<file path="src/rtl/imu_spi_responder.sv">
// imu_spi_responder: SPI mode-0 slave standing in for the IMU on the jb_imu link.
// Answers the frame-read command with nine 16-bit words snapshotted from the
// parallel inputs, high byte first. All SPI pins are oversampled on clock.
// Optional feature: define IMU_RESP_CHECKSUM_EN to append an XOR checksum byte.
`timescale 1ns/1ps

module imu_spi_responder (
    input  logic        clock,
    input  logic        reset,
    input  logic [15:0] roll,
    input  logic [15:0] pitch,
    input  logic [15:0] yaw,
    input  logic [15:0] roll_rate,
    input  logic [15:0] pitch_rate,
    input  logic [15:0] yaw_rate,
    input  logic [15:0] accel_x,
    input  logic [15:0] accel_y,
    input  logic [15:0] accel_z,
    input  logic        ss,
    input  logic        sck,
    input  logic        mosi,
    output logic        miso,
    output logic        miso_oe,
    output logic        busy,
    output logic        frame_done,
    output logic        cmd_err,
    output logic        frame_abort
);

    localparam logic [7:0] READ_CMD  = 8'h01;
    localparam logic [7:0] SYNC_BYTE = 8'hA5;
    localparam logic [4:0] LAST_DATA = 5'd17;

    typedef enum logic [2:0] {
        ST_IDLE  = 3'd0,
        ST_CMD   = 3'd1,
        ST_DATA  = 3'd2,
`ifdef IMU_RESP_CHECKSUM_EN
        ST_CSUM  = 3'd3,
`endif
        ST_DRAIN = 3'd4
    } state_t;

    // Synchronizer chains: meta, sync, and a history flop for edge detection
    logic ss_meta_q, ss_sync_q, ss_hist_q;
    logic sck_meta_q, sck_sync_q, sck_hist_q;
    logic mosi_meta_q, mosi_sync_q, mosi_hist_q;
    logic sck_rise_q, sck_rise_d;
    logic sck_fall_q, sck_fall_d;
    logic ss_rise, ss_fall;

    state_t       state_q, state_d;
    logic [2:0]   bit_cnt_q, bit_cnt_d;
    logic [4:0]   byte_cnt_q, byte_cnt_d;
    logic [6:0]   rx_q, rx_d;
    logic [7:0]   rx_shift;
    logic [7:0]   tx_q, tx_d;
    logic         miso_q, miso_d;
    logic [143:0] shadow_q, shadow_d;
    logic [143:0] live_words;
    logic [7:0]   next_byte;
    logic         frame_done_q, frame_done_d;
    logic         cmd_err_q, cmd_err_d;
    logic         frame_abort_q, frame_abort_d;
`ifdef IMU_RESP_CHECKSUM_EN
    logic [7:0]   csum_q, csum_d;
`endif

    // Picks byte idx (0 = roll high byte) out of the packed nine-word frame
    function automatic logic [7:0] byte_of(input logic [143:0] words, input logic [4:0] idx);
        logic [143:0] shifted;
        shifted = words >> (8 * (LAST_DATA - idx));
        return shifted[7:0];
    endfunction

    assign live_words = {roll, pitch, yaw, roll_rate, pitch_rate, yaw_rate,
                         accel_x, accel_y, accel_z};

    // Resets to idle pin levels (ss high, sck/mosi low) so release shows no edge
    always_ff @(posedge clock or negedge reset) begin
        if (!reset) begin
            ss_meta_q   <= 1'b1;
            ss_sync_q   <= 1'b1;
            ss_hist_q   <= 1'b1;
            sck_meta_q  <= 1'b0;
            sck_sync_q  <= 1'b0;
            sck_hist_q  <= 1'b0;
            mosi_meta_q <= 1'b0;
            mosi_sync_q <= 1'b0;
            mosi_hist_q <= 1'b0;
            sck_rise_q  <= 1'b0;
            sck_fall_q  <= 1'b0;
        end else begin
            ss_meta_q   <= ss;
            ss_sync_q   <= ss_meta_q;
            ss_hist_q   <= ss_sync_q;
            sck_meta_q  <= sck;
            sck_sync_q  <= sck_meta_q;
            sck_hist_q  <= sck_sync_q;
            mosi_meta_q <= mosi;
            mosi_sync_q <= mosi_meta_q;
            mosi_hist_q <= mosi_sync_q;
            sck_rise_q  <= sck_rise_d;
            sck_fall_q  <= sck_fall_d;
        end
    end

    // Edge detection; sck edges are registered so mosi_hist lines up with them
    always_comb begin
        sck_rise_d = sck_sync_q & ~sck_hist_q;
        sck_fall_d = ~sck_sync_q & sck_hist_q;
        ss_rise    = ss_sync_q & ~ss_hist_q;
        ss_fall    = ~ss_sync_q & ss_hist_q;
    end

    // Frame state register and datapath flops
    always_ff @(posedge clock or negedge reset) begin
        if (!reset) begin
            state_q       <= ST_IDLE;
            bit_cnt_q     <= 3'd0;
            byte_cnt_q    <= 5'd0;
            rx_q          <= 7'd0;
            tx_q          <= 8'd0;
            miso_q        <= 1'b0;
            shadow_q      <= '0;
            frame_done_q  <= 1'b0;
            cmd_err_q     <= 1'b0;
            frame_abort_q <= 1'b0;
`ifdef IMU_RESP_CHECKSUM_EN
            csum_q        <= 8'd0;
`endif
        end else begin
            state_q       <= state_d;
            bit_cnt_q     <= bit_cnt_d;
            byte_cnt_q    <= byte_cnt_d;
            rx_q          <= rx_d;
            tx_q          <= tx_d;
            miso_q        <= miso_d;
            shadow_q      <= shadow_d;
            frame_done_q  <= frame_done_d;
            cmd_err_q     <= cmd_err_d;
            frame_abort_q <= frame_abort_d;
`ifdef IMU_RESP_CHECKSUM_EN
            csum_q        <= csum_d;
`endif
        end
    end

    // Next-state and shifting logic; an ss rise overrides any same-cycle sck edge
    always_comb begin
        state_d       = state_q;
        bit_cnt_d     = bit_cnt_q;
        byte_cnt_d    = byte_cnt_q;
        rx_d          = rx_q;
        tx_d          = tx_q;
        miso_d        = miso_q;
        shadow_d      = shadow_q;
        frame_done_d  = 1'b0;
        cmd_err_d     = 1'b0;
        frame_abort_d = 1'b0;
        rx_shift      = {rx_q, mosi_hist_q};
        next_byte     = byte_of(shadow_q, byte_cnt_q + 5'd1);
`ifdef IMU_RESP_CHECKSUM_EN
        csum_d        = csum_q;
`endif

        if (ss_rise) begin
            state_d       = ST_IDLE;
            bit_cnt_d     = 3'd0;
            byte_cnt_d    = 5'd0;
            miso_d        = 1'b0;
            frame_abort_d = (state_q != ST_IDLE) && (state_q != ST_DRAIN);
        end else if (state_q == ST_IDLE) begin
            miso_d = 1'b0;
            if (ss_fall) begin
                bit_cnt_d = 3'd0;
                tx_d      = SYNC_BYTE;
                miso_d    = SYNC_BYTE[7];
                state_d   = ST_CMD;
            end
        end else begin
            // A fall right after a byte boundary presents the freshly loaded MSB
            if (sck_fall_q) begin
                if (bit_cnt_q == 3'd0) begin
                    miso_d = tx_q[7];
                end else begin
                    tx_d   = {tx_q[6:0], 1'b0};
                    miso_d = tx_q[6];
                end
            end
            if (sck_rise_q) begin
                if (state_q != ST_DRAIN) begin
                    rx_d = rx_shift[6:0];
                end
                bit_cnt_d = bit_cnt_q + 3'd1;
                if (bit_cnt_q == 3'd7) begin
                    case (state_q)
                        ST_CMD: begin
                            if (rx_shift == READ_CMD) begin
                                shadow_d   = live_words;
                                byte_cnt_d = 5'd0;
                                tx_d       = live_words[143:136];
`ifdef IMU_RESP_CHECKSUM_EN
                                csum_d     = live_words[143:136];
`endif
                                state_d    = ST_DATA;
                            end else begin
                                cmd_err_d = 1'b1;
                                tx_d      = 8'h00;
                                state_d   = ST_DRAIN;
                            end
                        end
                        ST_DATA: begin
                            if (byte_cnt_q == LAST_DATA) begin
`ifdef IMU_RESP_CHECKSUM_EN
                                tx_d    = csum_q;
                                state_d = ST_CSUM;
`else
                                frame_done_d = 1'b1;
                                tx_d         = 8'h00;
                                state_d      = ST_DRAIN;
`endif
                            end else begin
                                byte_cnt_d = byte_cnt_q + 5'd1;
                                tx_d       = next_byte;
`ifdef IMU_RESP_CHECKSUM_EN
                                csum_d     = csum_q ^ next_byte;
`endif
                            end
                        end
`ifdef IMU_RESP_CHECKSUM_EN
                        ST_CSUM: begin
                            frame_done_d = 1'b1;
                            tx_d         = 8'h00;
                            state_d      = ST_DRAIN;
                        end
`endif
                        default: begin
                            tx_d = 8'h00;
                        end
                    endcase
                end
            end
        end
    end

    assign miso        = miso_q;
    assign miso_oe     = ~ss_sync_q;
    assign busy        = (state_q != ST_IDLE);
    assign frame_done  = frame_done_q;
    assign cmd_err     = cmd_err_q;
    assign frame_abort = frame_abort_q;

endmodule
</file>
<file path="config.mk">
export PLATFORM = sky130hd
export DESIGN_NAME = imu_spi_responder
export DESIGN_NICKNAME = d
export VERILOG_FILES = /design/src/rtl/imu_spi_responder.sv
export SDC_FILE = /design/constraint.sdc
export NUM_CORES = 1
export LEC_CHECK = 0
export ABC_AREA = 1
export CORE_ASPECT_RATIO = 2
export CORE_MARGIN = 2
export CORE_UTILIZATION = 47
export CTS_CLUSTER_DIAMETER = 30
export CTS_CLUSTER_SIZE = 8
export DETAILED_ROUTE_END_ITERATION = 8
export GPL_TIMING_DRIVEN = 0
export PLACE_DENSITY = 0.69
export SETUP_SLACK_MARGIN = 0.1
export SLEW_MARGIN = 10
export SYNTH_ARGS = -nofsm -noshare
export SYNTH_HDL_FRONTEND = slang
export SYNTH_SLANG_ARGS = --single-unit
</file>
<file path="constraint.sdc">
create_clock -name clock -period 3.36 [get_ports clock]
set_clock_uncertainty 0.2 [all_clocks]
set_input_delay 0.672 -clock clock [delete_from_list [all_inputs] [get_ports clock]]
set_output_delay 0.672 -clock clock [all_outputs]
set_load 0.01 [all_outputs]
</file>
After elaboration in Yosys (flattened, before gate mapping)
Cells that the tools add are included.
{"block": "word_totals", "register_bits": 185, "out_inout_bits": 6, "elab_cells": 110}
{"block": "classes", "n_addsub": 3, "eq_ne": 12, "n_shift": 1, "n_mux": 46, "n_bitwise": 10, "n_reduce_logical": 17}
{"op": "144-bit by 32-bit >> shifter with 8-bit output", "count": 1}
{"op": "8-bit two-way mux", "count": 8}
{"op": "3-bit two-way mux", "count": 11}
{"op": "5-bit two-way mux", "count": 6}
{"op": "1-bit two-way mux", "count": 18}
{"op": "8-bit one-hot mux with 2 select lines", "count": 1}
{"op": "3-bit nonzero test", "count": 5}
{"op": "3-bit != test (second input constant)", "count": 4}
{"op": "6-bit AND reduction", "count": 2}
{"op": "5-bit one-hot mux with 2 select lines", "count": 1}
{"op": "8-bit by 1-bit == test with 1-bit output (second input constant)", "count": 1}
{"op": "3-bit logical NOT", "count": 2}
{"op": "1-bit NOT", "count": 6}
{"op": "3-bit one-hot mux with 2 select lines", "count": 1}
{"op": "5-bit by 5-bit subtractor with 6-bit output (first input constant)", "count": 1}
{"op": "5-bit by 1-bit adder with 5-bit output (second input constant)", "count": 1}
{"op": "5-bit == test (second input constant)", "count": 1}
{"op": "5-bit AND reduction", "count": 1}
{"op": "1-bit bitwise AND", "count": 4}
{"op": "2-bit != test (second input constant)", "count": 2}
{"op": "4-bit != test (second input constant)", "count": 1}
{"op": "2-bit AND reduction", "count": 2}
{"op": "4-bit AND reduction", "count": 1}
{"op": "2-bit nonzero test", "count": 2}
{"op": "other kinds (6)", "count": 6}

Longest topological paths before layout
{"block": "depth", "ltp_word": 8, "depth_mapped": 18}

Least setup slack after synthesis
No wires, ideal clock.
{"block": "synth_timing", "kind": "register to register", "startpoint": "register byte_cnt_q[1]", "endpoint": "register tx_q[1]", "setup_ns": 0.117, "t_arrival_ns": 2.156, "required_time_ns": 3.043, "path_slack_ns": 0.887, "stages_incl_launch_ff": 19, "period_less_slack_ns": 2.473, "cell_sequence": "dfrtp_1 -> ha_1 -> nand2_1 -> inv_1 -> nor2_1 -> inv_1 -> ha_1 -> buf_2 -> clkinv_1 -> nand2_1 -> inv_1 -> o21ai_0 -> a21oi_1 -> o21ai_0 -> inv_1 -> nand3_1 -> nand3_1 -> nand2_1 -> nand2_1"}
{"block": "synth_via", "elab_chain_len": 8}
{"item": "start: declaration", "line": "54", "text": "logic [4:0] byte_cnt_q, byte_cnt_d;"}
{"item": "start signal: assignment", "line": "135", "text": "byte_cnt_q <= byte_cnt_d;"}
{"item": "5-bit by 1-bit adder with 5-bit output", "line": "162", "text": "next_byte = byte_of(shadow_q, byte_cnt_q + 5'd1);"}
{"item": "5-bit by 5-bit subtractor with 6-bit output", "line": "72", "text": "shifted = words >> (8 * (LAST_DATA - idx));"}
{"item": "144-bit by 32-bit >> shifter with 8-bit output", "line": "72"}
{"item": "8-bit two-way mux (*)", "line": "214", "text": "if (byte_cnt_q == LAST_DATA) begin"}
{"item": "8-bit one-hot mux with 2 select lines (*)", "line": "197", "text": "case (state_q)"}
{"item": "8-bit two-way mux (*)", "line": "196", "text": "if (bit_cnt_q == 3'd7) begin"}
{"item": "8-bit two-way mux (*)", "line": "191", "text": "if (sck_rise_q) begin"}
{"item": "8-bit two-way mux (*)", "line": "173", "text": "end else if (state_q == ST_IDLE) begin"}
{"item": "end signal: assignment", "line": "137", "text": "tx_q <= tx_d;"}
{"item": "end: declaration", "line": "57", "text": "logic [7:0] tx_q, tx_d;"}
Every way passes the cells marked *; elsewhere a longest branch is shown, timed or not.
A chain may end at the register's enable or synchronous reset.

Worst setup path after layout
{"block": "layout_timing", "startpoint": "register byte_cnt_q[0]", "endpoint": "register tx_q[6]"}
The elaborated chain is that of the path after synthesis.

==> metrics.txt <==
status complete, but fails checks; violated checks negative hold slack; setup repair after global routing missed its margin true; number of buffers inserted by port buffering 154; sequential fraction of the synthesis area 51.6%; count of final setup violators 0; CTS tree done; post-route core utilization 61.1%; filler cell count 1699; slew margin rel. 42.4%; HPWL Detailed 20.1 mm; post-detailed-route count of antenna-violating nets 0; type of the worst min-delay path primary input to async pin; stage delay of the slowest cell on the critical path 0.42 ns; die height 199 um; P_sw 1370 uW; area of the core 18700 um2; overall track demand over capacity in global routing 27.4%; maximum level of the CTS H-tree 4; buffer type at the clock tree root clkbuf_16; antenna violations before repair 0; share of layout cells above drive strength 1 10.1%; number of cells on the critical path 17; area of the die 20300 um2; Max Transition Viols Final 0; CP delay by family, top simple AND/OR/NAND/NOR gates; clock share of power 38.2%; final-stage net count 1402; yosys warns 0; DRT Wirelength 26.4 mm; area after detailed placement 10900 um2; endpoint required time on the critical path 3.49 ns; final total power 5150 uW; final worst hold slack -0.0113 ns; Final WS setup 0.336 ns; later-pin clock latency in the skew report 0.44 ns; Sink Count 185; number of distinct library cells after synthesis 32; CTS Buf Count 17; power per cell area 450 nW/um2; syn nets 1226; path depth of the worst reg2reg path 17; DIE WIDTH 102 um; Flop pwr share 46.8%; vias in the first global route 8051; critical path peak fanout 10; worst reg-to-reg setup slack 0.34 ns; Crit. End Element flop; area added between synthesis and finish 27.5%; routability congestion estimate 0.846; first-pass detailed-route iteration total 6; Initial Util 47.9%; DRC 0; Row Count 71; number of synthesized register bits 185; Buffers & Inverters on Critical Path 5; number of maximum-capacitance constraint violations 0; pin count of the biggest net entering global routing 109; Vias 7926; Max Fclk 331 MHz; drt first-iter violations 464; critical path launch point type flop; async set or reset register ratio after synthesis 100%; switching part of the total 26.7%; cell repeated most along the worst path nand2_1; count of flip-flops with a built-in enable after synthesis 0; crit path max-delay cell type dfrtp_1; summed area of non-filler cells in the final layout 11400 um2; Tcrit/Tclk final 90.0%; mean routed wirelength per cell 17.5 um; maximum vdd drop 0.000270 V; combined area of all synthesized cells 8980 um2; static leakage 0.00551 uW; IO Pins 155; Most used DFF post-synth dfrtp_1; buffer levels on the longest clock path 2; clock period minus final worst setup slack 3.02 ns; total congestion overflow 0; Ant. Diodes 0; part of the total power dissipated in combinational logic 14.9%; synthesized area divided by synthesized cell count 8.40 um2; data arrival time of the critical path 3.15 ns; post-place setup slack 0.187 ns; clock-pin slew on the worst setup and hold paths 0.07 ns; cell count after synthesis 1069; transition time of the tightest slew-check pin 0.854 ns; critical path cell sequence ha_1 -> nand2_1 -> inv_1 -> nor2_1 -> inv_1 -> ha_1 -> buf_2 -> clkinvlp_4 -> clkbuf_2 -> nand2_1 -> nand2_1 -> nand2_1 -> nand3_1 -> nand3_1 -> nand3_1 -> nand2_1 -> nand2_1; critical path type flop to flop; via count normalized by instance count 5.25; wire length of the first global-routing pass 41.5 mm; final hold viol count 2; internal power 3780 uW
synth_stat cells (3+ instances only):
master	instances	area (um2)
ha_1	8	100
dfrtp_1	182	4550
a21oi_1	39	195
o21ai_1	48	240
mux2_2	43	484
inv_1	139	522
buf_4	15	113
nand3_1	85	425
clkbuf_1	15	56.3
nand4_1	5	31.3
nand2_1	286	1070
buf_2	23	115
dfstp_2	3	78.8
o22ai_1	4	25.0
o211ai_1	17	128
mux2_1	4	45.0
o21ai_0	109	546
nor2_1	24	90.1
logic make-up (layout without fill, tap and decap cells):
family | Yosys count | in the layout | synth area share (%)
buf+inv | 199 | 386 | 9.35
compound gates | 221 | 221 | 12.9
flops | 185 | 185 | 51.6
mux | 47 | 47 | 5.90
fa+ha+maj | 8 | 8 | 1.12
simple gates | 409 | 409 | 19.1
worst paths after layout:
check,startpoint,to
max,byte_cnt_q[0],tx_q[6]
max in group asynchronous,reset,shadow_q[130]
min reg2reg,mosi_sync_q,mosi_hist_q
min in group clock,mosi_sync_q,mosi_hist_q
max reg2reg,byte_cnt_q[0],tx_q[6]
min,reset,shadow_q[97]
power by group through the flow:
stage / Combinational [uW] / Sequential (uW) / Clock, uW
floorplan: 390 / 2440 / 0
global placement: 759 / 2450 / 0
detailed placement: 777 / 2450 / 0
CTS: 779 / 2410 / 1990
global route: 875 / 2430 / 2060
finish: 770 / 2410 / 1970
layer usage:
layer,global-route usage (%),up-vias,share of wire [%]
li1,-,3791,-
met1,30.9,3783,37
met2,49.0,264,54
met3,3.53,88,4.1
met4,14.7,0,4.8
met5,0,-,0
state kept, by name, indices dropped and copies added, names as in the netlist, 3 cells and up:
name        cells
tx_q            8
byte_cnt_q      5
state_q         3
rx_q            7
bit_cnt_q       3
shadow_q      144
placed cells by master (no fill, tap or decap), drive strengths merged, types with 17 or more instances in the layout:
cell type      count
dfrtp            182
nor2              26
clkbuf            35
clkdlybuf4s50    153
a21oi             39
buf               44
nand3             85
o21ai            157
mux2              47
nand2            288
o211ai            17
inv              143
worst reg2reg max path: cells and delay by family (launching register included):
family	cells	cell delay [ns]
buf+inv	5	0.85
simple gates	10	0.96
flops	1	0.42
fa+ha+maj	2	0.51
what timing repair did:
action                                 4_1_cts  5_1_grt
setup endpoints to repair                    0        7
resized for setup                            0        2
endpoints found under the hold margin        0        0
hold buffers                                 0        0
buffers inserted                             0        2
cell type report:
class	instances	area [um2]	area share (%)
Sequential cell	185	4630	40.5
Inverter	143	541	4.72
Timing Repair Buffer	157	1590	13.9
Clock buffer	19	433	3.78
Multi-Input combinational cell	685	3500	30.6
Tap cell	255	319	2.79
Clock inverter	11	125	1.09
Buffer	56	304	2.66
through the flow:
stage	instances	hold WS [ns]	setup TNS [ns]
after floorplan	1069	0.131	0
after global placement	1478	0.137	-1144.94
after detailed placement	1479	0.135	0
after CTS	1509	0.0268	0
after global routing	1511	0.0365	0
final	1511	-0.0113	0
Note: power is estimated with default switching activity, not from simulation.
==> variant (config.mk and constraints unchanged) <==
Remove the register `cmd_err_q`: a continuous assignment takes its place, so the output `cmd_err` follows one clock earlier.
--- a/src/rtl/imu_spi_responder.sv
+++ b/src/rtl/imu_spi_responder.sv
@@ -126,3 +126,2 @@
             frame_done_q  <= 1'b0;
-            cmd_err_q     <= 1'b0;
             frame_abort_q <= 1'b0;
@@ -140,3 +139,2 @@
             frame_done_q  <= frame_done_d;
-            cmd_err_q     <= cmd_err_d;
             frame_abort_q <= frame_abort_d;
@@ -147,2 +145,4 @@
     end
+
+    assign cmd_err_q = cmd_err_d;
 
Formal check against the unedited RTL: same outputs for any inputs over 4 cycles, from zero or initial values and one cycle with reset low; that may be too few to reach the edited logic, so the function may still have changed.
==> variant against the unedited design <==
- highest routed layer unchanged
- first-iteration DRC count is 11% higher
- non-clock buffer count is 1 lower
- worst setup slack worse by 62 ps
- synthesized area is 0.28% lower
- cell area hardly changed
- largest cell class unchanged
- wire length is 0.84% higher
- maximum frequency is 2.0% lower
- die area is 0.27% lower
- sequential cell count is 1 lower
- sequential share of layout area is 0.25 points lower
- total power is 1.6% higher
- global-route usage is 0.18 points higher
- largest power group unchanged
==> variant: results (changes against the unedited design) <==
DP Wirelength = 20000 µm (-0.47%)
Mean area per synthesized cell = 8.38 µm² (-0.19%)
Vias in the first global route = 8241 (+2.4%)
Leak = 5.52 nW (+0.21%)
TritonCTS Buffers = 17 (unchanged)
Sequential area share after synthesis = 0.515 (-0.00135)
GR Util met1 = 0.304 (-0.00485)
Worst min-delay path class = input port to asynchronous set/reset pin
Cell depth of the worst flop-to-flop path = 17 (unchanged)
CP Max Fanout = 10 (unchanged)
Slew margin rel. = 0.400 (-0.0240)
Clk buf depth = 2 (unchanged)
WP data arrival = 3220 ps (+70 ps)
Syn. warnings = 0 (unchanged)
Grt met2 use = 0.490 (about the same)
Top_reg_cell synth = dfrtp_1
N_diodes = 0 (unchanged)
CTS root buf = clkbuf_16
Sw Ratio = 0.264 (-0.00259)
First-pass GRT wire length = 42000 µm (+1.2%)
FF-to-FF setup slack = 270 ps (-60 ps)
WHS = 18.3 ps (+29.6 ps)
Dpl cells = 1478 (-0.068%)
Top Registers = shadow_q (144), tx_q (8), rx_q (7)
Max VDD drop = 0.000271 V (+0.49%)
Layout cells sized above 1 = 0.103 (+0.00159)
Kind of critical path = flip-flop to flip-flop
Nets@finish = 1400 (-0.14%)
Status = finished, final reports clean
Gpl congestion = 0.869 (+2.7%)
Commonest cells in the netlist = 286 x nand2_1, 181 x dfrtp_1, 139 x inv_1
Asr flop ratio synth = 1.00 (unchanged)
R2R Path Start = byte_cnt_q[1]
DR pass1 iterations = 8 (+2)
H-tree levels = 4 (unchanged)
Routed WL per cell = 17.6 µm (+0.84%)
Initial antenna violation count = 0 (unchanged)
Largest net degree at the start of global routing = 97 (-11%)
Total Wirelength = 26600 µm (+0.84%)
Vias = 7957 (+0.39%)
Top cells by area, synth = dfrtp_1 51%, nand2_1 12%, o21ai_0 6.1%
Reg clk slew, reported paths = 70 ps (about the same)
Filler Cells Inserted = 1668 (-1.8%)
Clock Latency Late Sink = 440 ps (about the same)
Syn nets = 1225 (-0.082%)
Total GRT Usage = 0.276 (+0.00179)
Distinct cells, synth = 32 (unchanged)
M3 GR Usage = 0.0399 (+0.00455)
Worst reg2reg path endpoint = tx_q[6]
Port Buffers = 154 (unchanged)
Initial DRC count = 513 (+11%)
variant: logic make-up (layout without fill, tap and decap cells):
group / Yosys count / in the layout / share of synthesized area
buffers and inverters: 199 / 387 / 0.0938
multiplexers: 47 / 47 / 0.0591
flip-flops: 184 / 184 / 0.515
AO/OA/AOI/OAI: 221 / 221 / 0.130
adder cells (fa/ha/maj): 8 / 8 / 0.0112
AND/OR/NAND/NOR: 409 / 409 / 0.191
variant: how the worst max path moves through the flow:
stage,endpoint,cells past startpoint
floorplan,tx_q[1],18
global placement,sck_meta_q,1
detailed placement,tx_q[6],17
CTS,cmd_err,7
global route,tx_q[3],18
finish,tx_q[6],17
variant: area by class of cell:
type	count	area, µm²	share of cell area
clock buffer	23	478	0.0417
multi-input combinational	685	3510	0.306
inverter	143	543	0.0474
clock inverter	9	115	0.0100
sequential	184	4610	0.402
tap	255	319	0.0278
timing repair buffer	156	1580	0.138
buffer	56	304	0.0265
variant: layer usage:
metal	wire length [µm]	up-vias
met3	1110	87
li1	-	3791
met5	0	-
met2	14300	284
met1	9730	3795
met4	1510	0
variant: through the flow:
step | setup slack [ps] | power [mW] | area (µm²)
2_1_floorplan | 887 | 2.82 | 8950
3_3_place_gp | -6210 | 3.20 | 10800
3_5_place_dp | 173 | 3.22 | 10800
4_1_cts | 124 | 5.26 | 11500
5_1_grt | 123 | 5.44 | 11500
6_report | 274 | 5.24 | 11500
variant: repair_timing:
action	CTS	global route
resized for setup	3	3
hold endpoints to repair	0	0
pin swaps	1	0
setup buffers	1	0
endpoints found under the setup margin	1	6
variant: power by group through the flow:
stage	Sequential, mW	Clock, mW	Combinational [mW]
3_3_place_gp	2.44	0	0.757
6_report	2.40	2.05	0.791
4_1_cts	2.40	2.06	0.798
2_1_floorplan	2.43	0	0.390
3_5_place_dp	2.44	0	0.777
5_1_grt	2.41	2.14	0.887
variant: worst max-delay path, stage by stage (launching register included):
cell and delay (ps):
dfrtp_1 430, ha_1 230, nand2_1 80, inv_1 50, nor2_1 120, inv_1 80, ha_1 260, buf_2 240
clkinvlp_4 250, clkbuf_2 300, nand2_1 120, nand2_1 110, nand2_1 80, nand3_1 110, nand3_1 110, nand3_1 80
nand2_1 70, nand2_1 40
